`src/rtl/bpm_display_driver.sv`:
```
// Scans four BCD digits onto a common-anode 7-seg display with frame-synchronous capture,
// leading-zero blanking, a beat indicator on dp, and a blinking out-of-range alarm.
module bpm_display_driver #(
  parameter int REFRESH_DIV = 100000,
  parameter int BLINK_DIV   = 25000000,
  parameter int BEAT_HOLD   = 10000000,
  parameter int LOW_BPM     = 50,
  parameter int HIGH_BPM    = 120
) (
  input  logic       clk,
  input  logic       rst,
  input  logic [3:0] pd0,
  input  logic [3:0] pd1,
  input  logic [3:0] pd2,
  input  logic [3:0] pd3,
  input  logic       beat,
  output logic [3:0] an,
  output logic [6:0] seg,
  output logic       dp,
  output logic       alarm
);

  localparam int PW = (REFRESH_DIV > 1) ? $clog2(REFRESH_DIV) : 1;
  localparam int BW = (BLINK_DIV > 1) ? $clog2(BLINK_DIV) : 1;
  localparam int HW = $clog2(BEAT_HOLD + 1);
  localparam logic [PW-1:0] PRESC_LAST = PW'(REFRESH_DIV - 1);
  localparam logic [BW-1:0] BLINK_LAST = BW'(BLINK_DIV - 1);
  localparam logic [HW-1:0] HOLD_LOAD  = HW'(BEAT_HOLD);
  localparam logic          PHASE_ON   = 1'b0;
  localparam logic          PHASE_OFF  = 1'b1;

  logic [PW-1:0] presc;
  logic [1:0]    idx;
  logic [3:0]    sh0, sh1, sh2, sh3;
  logic [BW-1:0] blink_cnt;
  logic          phase;
  logic [HW-1:0] hold;

  logic          tick;
  logic          blink_wrap;
  logic          frame_load;
  logic [9:0]    bpm;
  logic          all_bcd;
  logic          valid;
  logic          alarm_next;
  logic [3:0]    digit;
  logic          blank;
  logic          blink_off;
  logic [6:0]    code;
  logic [3:0]    an_next;
  logic [6:0]    seg_next;
  logic          dp_next;

  assign tick       = (presc == PRESC_LAST);
  assign blink_wrap = (blink_cnt == BLINK_LAST);
  assign frame_load = tick && (idx == 2'd3);

  assign bpm     = 10'(sh2) * 10'd100 + 10'(sh1) * 10'd10 + 10'(sh0);
  assign all_bcd = (sh0 <= 4'd9) && (sh1 <= 4'd9) && (sh2 <= 4'd9) && (sh3 <= 4'd9);
  assign valid   = (|{sh3, sh2, sh1, sh0}) && all_bcd;
  // A nonzero thousands digit is always above any sane range.
  assign alarm_next = valid && ((bpm < 10'(LOW_BPM)) || (bpm > 10'(HIGH_BPM)) || (sh3 != 4'd0));

  assign blink_off = alarm && (phase == PHASE_OFF);

  always_comb begin
    digit = sh0;
    blank = 1'b0;
    case (idx)
      2'd0: begin digit = sh0; blank = 1'b0; end
      2'd1: begin digit = sh1; blank = (sh3 == 4'd0) && (sh2 == 4'd0) && (sh1 == 4'd0); end
      2'd2: begin digit = sh2; blank = (sh3 == 4'd0) && (sh2 == 4'd0); end
      default: begin digit = sh3; blank = (sh3 == 4'd0); end
    endcase
  end

  always_comb begin
    code = 7'h3F;
    case (digit)
      4'd0: code = 7'h40;
      4'd1: code = 7'h79;
      4'd2: code = 7'h24;
      4'd3: code = 7'h30;
      4'd4: code = 7'h19;
      4'd5: code = 7'h12;
      4'd6: code = 7'h02;
      4'd7: code = 7'h78;
      4'd8: code = 7'h00;
      4'd9: code = 7'h10;
      default: code = 7'h3F;
    endcase
  end

  always_comb begin
    an_next  = (blank || blink_off) ? 4'b1111 : ~(4'b0001 << idx);
    seg_next = blank ? 7'h7F : code;
    dp_next  = !((hold != '0) && (idx == 2'd0) && !blink_off);
  end

  always_ff @(posedge clk) begin
    if (!rst) begin
      presc     <= '0;
      idx       <= 2'd0;
      sh0       <= 4'd0;
      sh1       <= 4'd0;
      sh2       <= 4'd0;
      sh3       <= 4'd0;
      blink_cnt <= '0;
      phase     <= PHASE_ON;
      hold      <= '0;
      alarm     <= 1'b0;
      an        <= 4'b1111;
      seg       <= 7'h7F;
      dp        <= 1'b1;
    end else begin
      presc <= tick ? '0 : presc + 1'b1;
      if (tick)
        idx <= idx + 2'd1;
      // Only load point: last slot of a frame, so a frame never mixes old and new digits.
      if (frame_load) begin
        sh0 <= pd0;
        sh1 <= pd1;
        sh2 <= pd2;
        sh3 <= pd3;
      end
      alarm     <= alarm_next;
      blink_cnt <= blink_wrap ? '0 : blink_cnt + 1'b1;
      if (blink_wrap)
        phase <= ~phase;
      if (beat)
        hold <= HOLD_LOAD;
      else if (hold != '0)
        hold <= hold - 1'b1;
      an  <= an_next;
      seg <= seg_next;
      dp  <= dp_next;
    end
  end

endmodule

```
`config.mk`:
```
export PLATFORM = sky130hd
export DESIGN_NAME = bpm_display_driver
export DESIGN_NICKNAME = d
export VERILOG_FILES = /design/src/rtl/bpm_display_driver.sv
export SDC_FILE = /design/constraint.sdc
export NUM_CORES = 1
export LEC_CHECK = 0
export CAP_MARGIN = 20
export CORE_UTILIZATION = 58
export DETAILED_ROUTE_END_ITERATION = 16
export DONT_BUFFER_PORTS = 1
export MAX_ROUTING_LAYER = met4
export PLACE_DENSITY = 0.79
export SETUP_SLACK_MARGIN = 0.15
export SKIP_LAST_GASP = 1
export SLEW_MARGIN = 5
export SYNTH_ARGS = -nofsm -noshare
export SYNTH_HDL_FRONTEND = slang
export SYNTH_SLANG_ARGS = --single-unit
```
`constraint.sdc`:
```
create_clock -name clk -period 2.8 [get_ports clk]
set_clock_uncertainty 0.05 [all_clocks]
set_input_delay 0.28 -clock clk [delete_from_list [all_inputs] [get_ports clk]]
set_output_delay 0.28 -clock clk [all_outputs]
set_load 0.01 [all_outputs]
```
==> impl_metrics.py <==
metrics = {
    "grt": {
        "grt_pass1_vias": 3839,
        "grt_use_met2_pct": 43.0,
        "grt_max_degree": 26,
        "antenna_found_initial": 0,
        "grt_usage_pct": 24.8,
        "grt_pass1_wl_um": 17300,
        "gr-usage-met3_pct": 6.16,
        "overflow": 0,
        "grt.busiest_layer": "met2",
        "gr-usage-met1_pct": 28.0,
    },
    "worst_setup_path": {
        "startpoint_type": "flip-flop",
        "crit_path_frequent_cell": "ha_4",
        "path_cells": "ha_4, ha_4, fa_2, ha_4, ha_4, buf_4, a21oi_2, nand3_1, o21ai_2, o31ai_2, a31oi_1",
        "critPathMaxStageDelay_ps": 540,
        "critPathSlowestCell": "fa_2",
        "cp.required_ps": 3040,
        "crit_type": "reg2reg",
        "worst_path_dominant_cell_family": "adder cells",
        "critical_path_buf_inv_count": 1,
        "crit_fanout": 6,
        "r2r-end": "alarm",
        "worstSetupEndpointType": "flip-flop",
        "reg2reg_slack_ps": 90,
        "worstRegToRegCells": 11,
        "r2r-start": "sh1[1]",
        "arrival_ps": 2950,
    },
    "power_and_ir_drop": {
        "p_leak_nw": 2.43,
        "pwr-share-clk_pct": 37.4,
        "ir_drop_mv": 0.331,
        "internal_power_mw": 2.05,
        "power_density_nw_per_um2": 461,
        "seqPwrFrac_pct": 54.4,
        "p_sw_share_pct": 24.3,
        "p_sw_uw": 655,
        "power_frac_comb_pct": 8.2,
    },
    "synth": {
        "ys_warn_count": 0,
        "synth_compound_area_share_pct": 8.10,
        "synth-main-ff-cell": "dfxtp_1",
        "synthAdderAreaFrac_pct": 12.1,
        "syn_nets": 643,
        "yosysSeqAreaShare_pct": 38.0,
        "synth_cell_type_count": 51,
        "yosys.area_share.simple_pct": 24.2,
        "synth_edf_count": 0,
        "avgSynthCellArea_um2": 8.95,
        "ys_ff_latch": 98,
        "synth-xor-area-share_pct": 10.7,
        "syn_inst": 577,
        "async_flop_share_pct": 0,
        "synth_top_family_by_area": "simple AND/OR/NAND/NOR gates",
        "syn-cell-area_um2": 5160,
        "synth_mux_area_share_pct": 4.07,
    },
    "drt": {
        "via_per_inst": 5.70,
        "drt_iter0_drc": 183,
        "dr_total_vias": 4044,
        "route.detailed.drc": 0,
        "first_pass_iters": 4,
        "ant_nets": 0,
        "drt-total-wl_um": 10700,
        "wl_per_cell_um": 15.1,
    },
    "placed_design": {
        "gp_congestion": 0.868,
        "place_inst": 687,
        "hpwl_um": 7410,
        "port_buffers": 0,
        "pre_cts_slack_ps": -17.7,
    },
    "die": {
        "initial_utilization_pct": 59.5,
        "die_x_um": 96.3,
        "ios": 32,
        "dieHeight_um": 96.3,
        "num_rows": 34,
        "dieArea_um2": 9280,
        "core_um2": 8680,
    },
    "hold_path": {
        "hold_class": "in2reg",
        "worstHoldEndpoint": "sh3[1]",
        "hp-start": "rst",
        "hold_depth": 1,
    },
    "cells_and_area": {
        "final_cell_mix": "dfxtp_1, nor2_1, nand2_1",
        "final_common_cell": "dfxtp_1",
        "nets": 663,
        "nFillCells": 679,
        "antenna_cells": 0,
        "stdcell_count": 710,
        "drive_above_1_share_pct": 13.1,
        "syn_to_final_growth_pct": 13.4,
        "final_util_pct": 67.5,
    },
    "cts": {
        "cts.clk_slew.worst_paths_ps": 90,
        "clkLatencyLatePin_ps": 360,
        "clockRootBuffer": "clkbuf_8",
        "cts_tree": "yes",
        "clkSinkCount": 98,
        "ctsLongestPathBuffers": 2,
        "cts_inserted_buffers": 9,
        "htree_levels": 3,
    },
    "sta": {
        "fmax_mhz": 369,
        "slew_viol_final": 0,
        "relSlewSlack_pct": 54.5,
        "post-route-min-period_ps": 2710,
        "tightest_slew_ps": 680,
        "finalHoldViolCount": 0,
        "finalSetupViolCount": 0,
        "finalCritPeriodShare_pct": 96.7,
        "setup_ws_ps": 92.1,
        "rsz0062_at_grt": "yes",
    },
    "status": {
        "status": "finished, final reports clean",
    },
    "flow_run": {
        "maxCapViolations": 0,
    },
}
-- synthesized netlist by cell type (all sizes together), types with 2 or more instances --
library cell / count / share of area (%)
a21oi: 17 / 1.6
nor4b: 2 / 0.34
o21ai: 22 / 2.1
nand2b: 8 / 0.97
a21o: 2 / 0.29
nor4: 9 / 1.5
fa: 5 / 1.9
o21a: 7 / 1.0
or3: 6 / 0.82
nand3: 22 / 2.1
clkbuf: 14 / 1.0
nor2b: 19 / 2.3
buf: 3 / 0.27
a21boi: 3 / 0.44
xnor2: 31 / 5.3
inv: 21 / 1.5
nand2: 40 / 3.0
or4b: 2 / 0.39
a222oi: 4 / 0.78
or4: 5 / 0.87
ha: 42 / 10
and2: 3 / 0.36
or2: 5 / 0.61
and4: 3 / 0.51
nand4b: 2 / 0.34
a31oi: 2 / 0.24
a211oi: 3 / 0.53
nor3: 20 / 1.9
xor2: 32 / 5.4
nand3b: 4 / 0.58
mux2i: 21 / 4.1
nand4: 11 / 1.3
and3: 4 / 0.48
dfxtp: 98 / 38
nor2: 79 / 5.7
o31ai: 2 / 0.29
-- registers in the layout (all words and copies together) (netlist names) --
register,flops
blink_cnt,25
hold,24
presc,17
seg,7
an,4
sh0,4
sh1,4
sh2,4
sh3,4
idx,2
alarm,1
dp,1
phase,1
-- final cells by class --
class                      instances  area (µm²)  share of cell area [%]
sequential                        98        1970                    33.6
inverter                          21        78.8                    1.35
multi-input combinational        441        3240                    55.4
clock inverter                     7         100                    1.71
tap                              108         135                    2.31
timing repair buffer              26         205                    3.50
clock buffer                       9         124                    2.12
-- metal layers --
metal | wire length [µm] | vias up
met4 | 240 | 0
met5 | 0 | -
met1 | 4630 | 1909
met3 | 525 | 29
met2 | 5340 | 94
li1 | - | 2012
-- through the flow --
stage                     hold slack, ps  instance area (µm²)  TNS [ps]  total power, mW
after CTS                          0.284                 5780         0             2.72
final                               9.65                 5860         0             2.70
after detailed placement             350                 5450     -17.7             1.71
after floorplan                      363                 5240         0             1.67
after global placement               347                 5450         0             1.70
after global routing                5.91                 5860     -24.1             2.81
-- power by group through the flow --
stage          combinational (mW)  clock, mW  sequential, mW
6_report                    0.222       1.01            1.47
5_1_grt                     0.247       1.09            1.48
4_1_cts                     0.216       1.03            1.47
3_5_place_dp                0.205          0            1.50
3_3_place_gp                0.198          0            1.50
2_1_floorplan               0.175          0            1.49
-- cell families (layout without fill, tap and decap cells) --
group,count (synthesis),count (layout)
and+or+nand+nor,244,244
DFF,98,98
AOI/OAI and AO/OA,66,66
xor gates and xnor gates,63,63
adders and majority gates,47,47
buffers and inverters,38,63
muxes,21,21
-- how the worst max path moves through the flow --
stage	startpoint	end	slack [ps]	cells after the start
floorplan	sh1[1]	alarm	160	11
global placement	sh1[1]	alarm	120	11
detailed placement	sh2[1]	alarm	-20	12
CTS	sh1[1]	alarm	30	11
global route	sh1[1]	alarm	-20	10
finish	sh1[1]	alarm	90	11
-- timing repair --
| action | CTS | global route |
|---|---|---|
| gates resized for setup | 8 | 11 |
| pin swaps | 4 | 11 |
| hold buffers | 3 | 2 |
| endpoints found under the setup margin | 1 | 3 |
| endpoints found under the hold margin | 14 | 5 |
| buffers inserted | 1 | 0 |
Power figures use the tool's default switching activity.
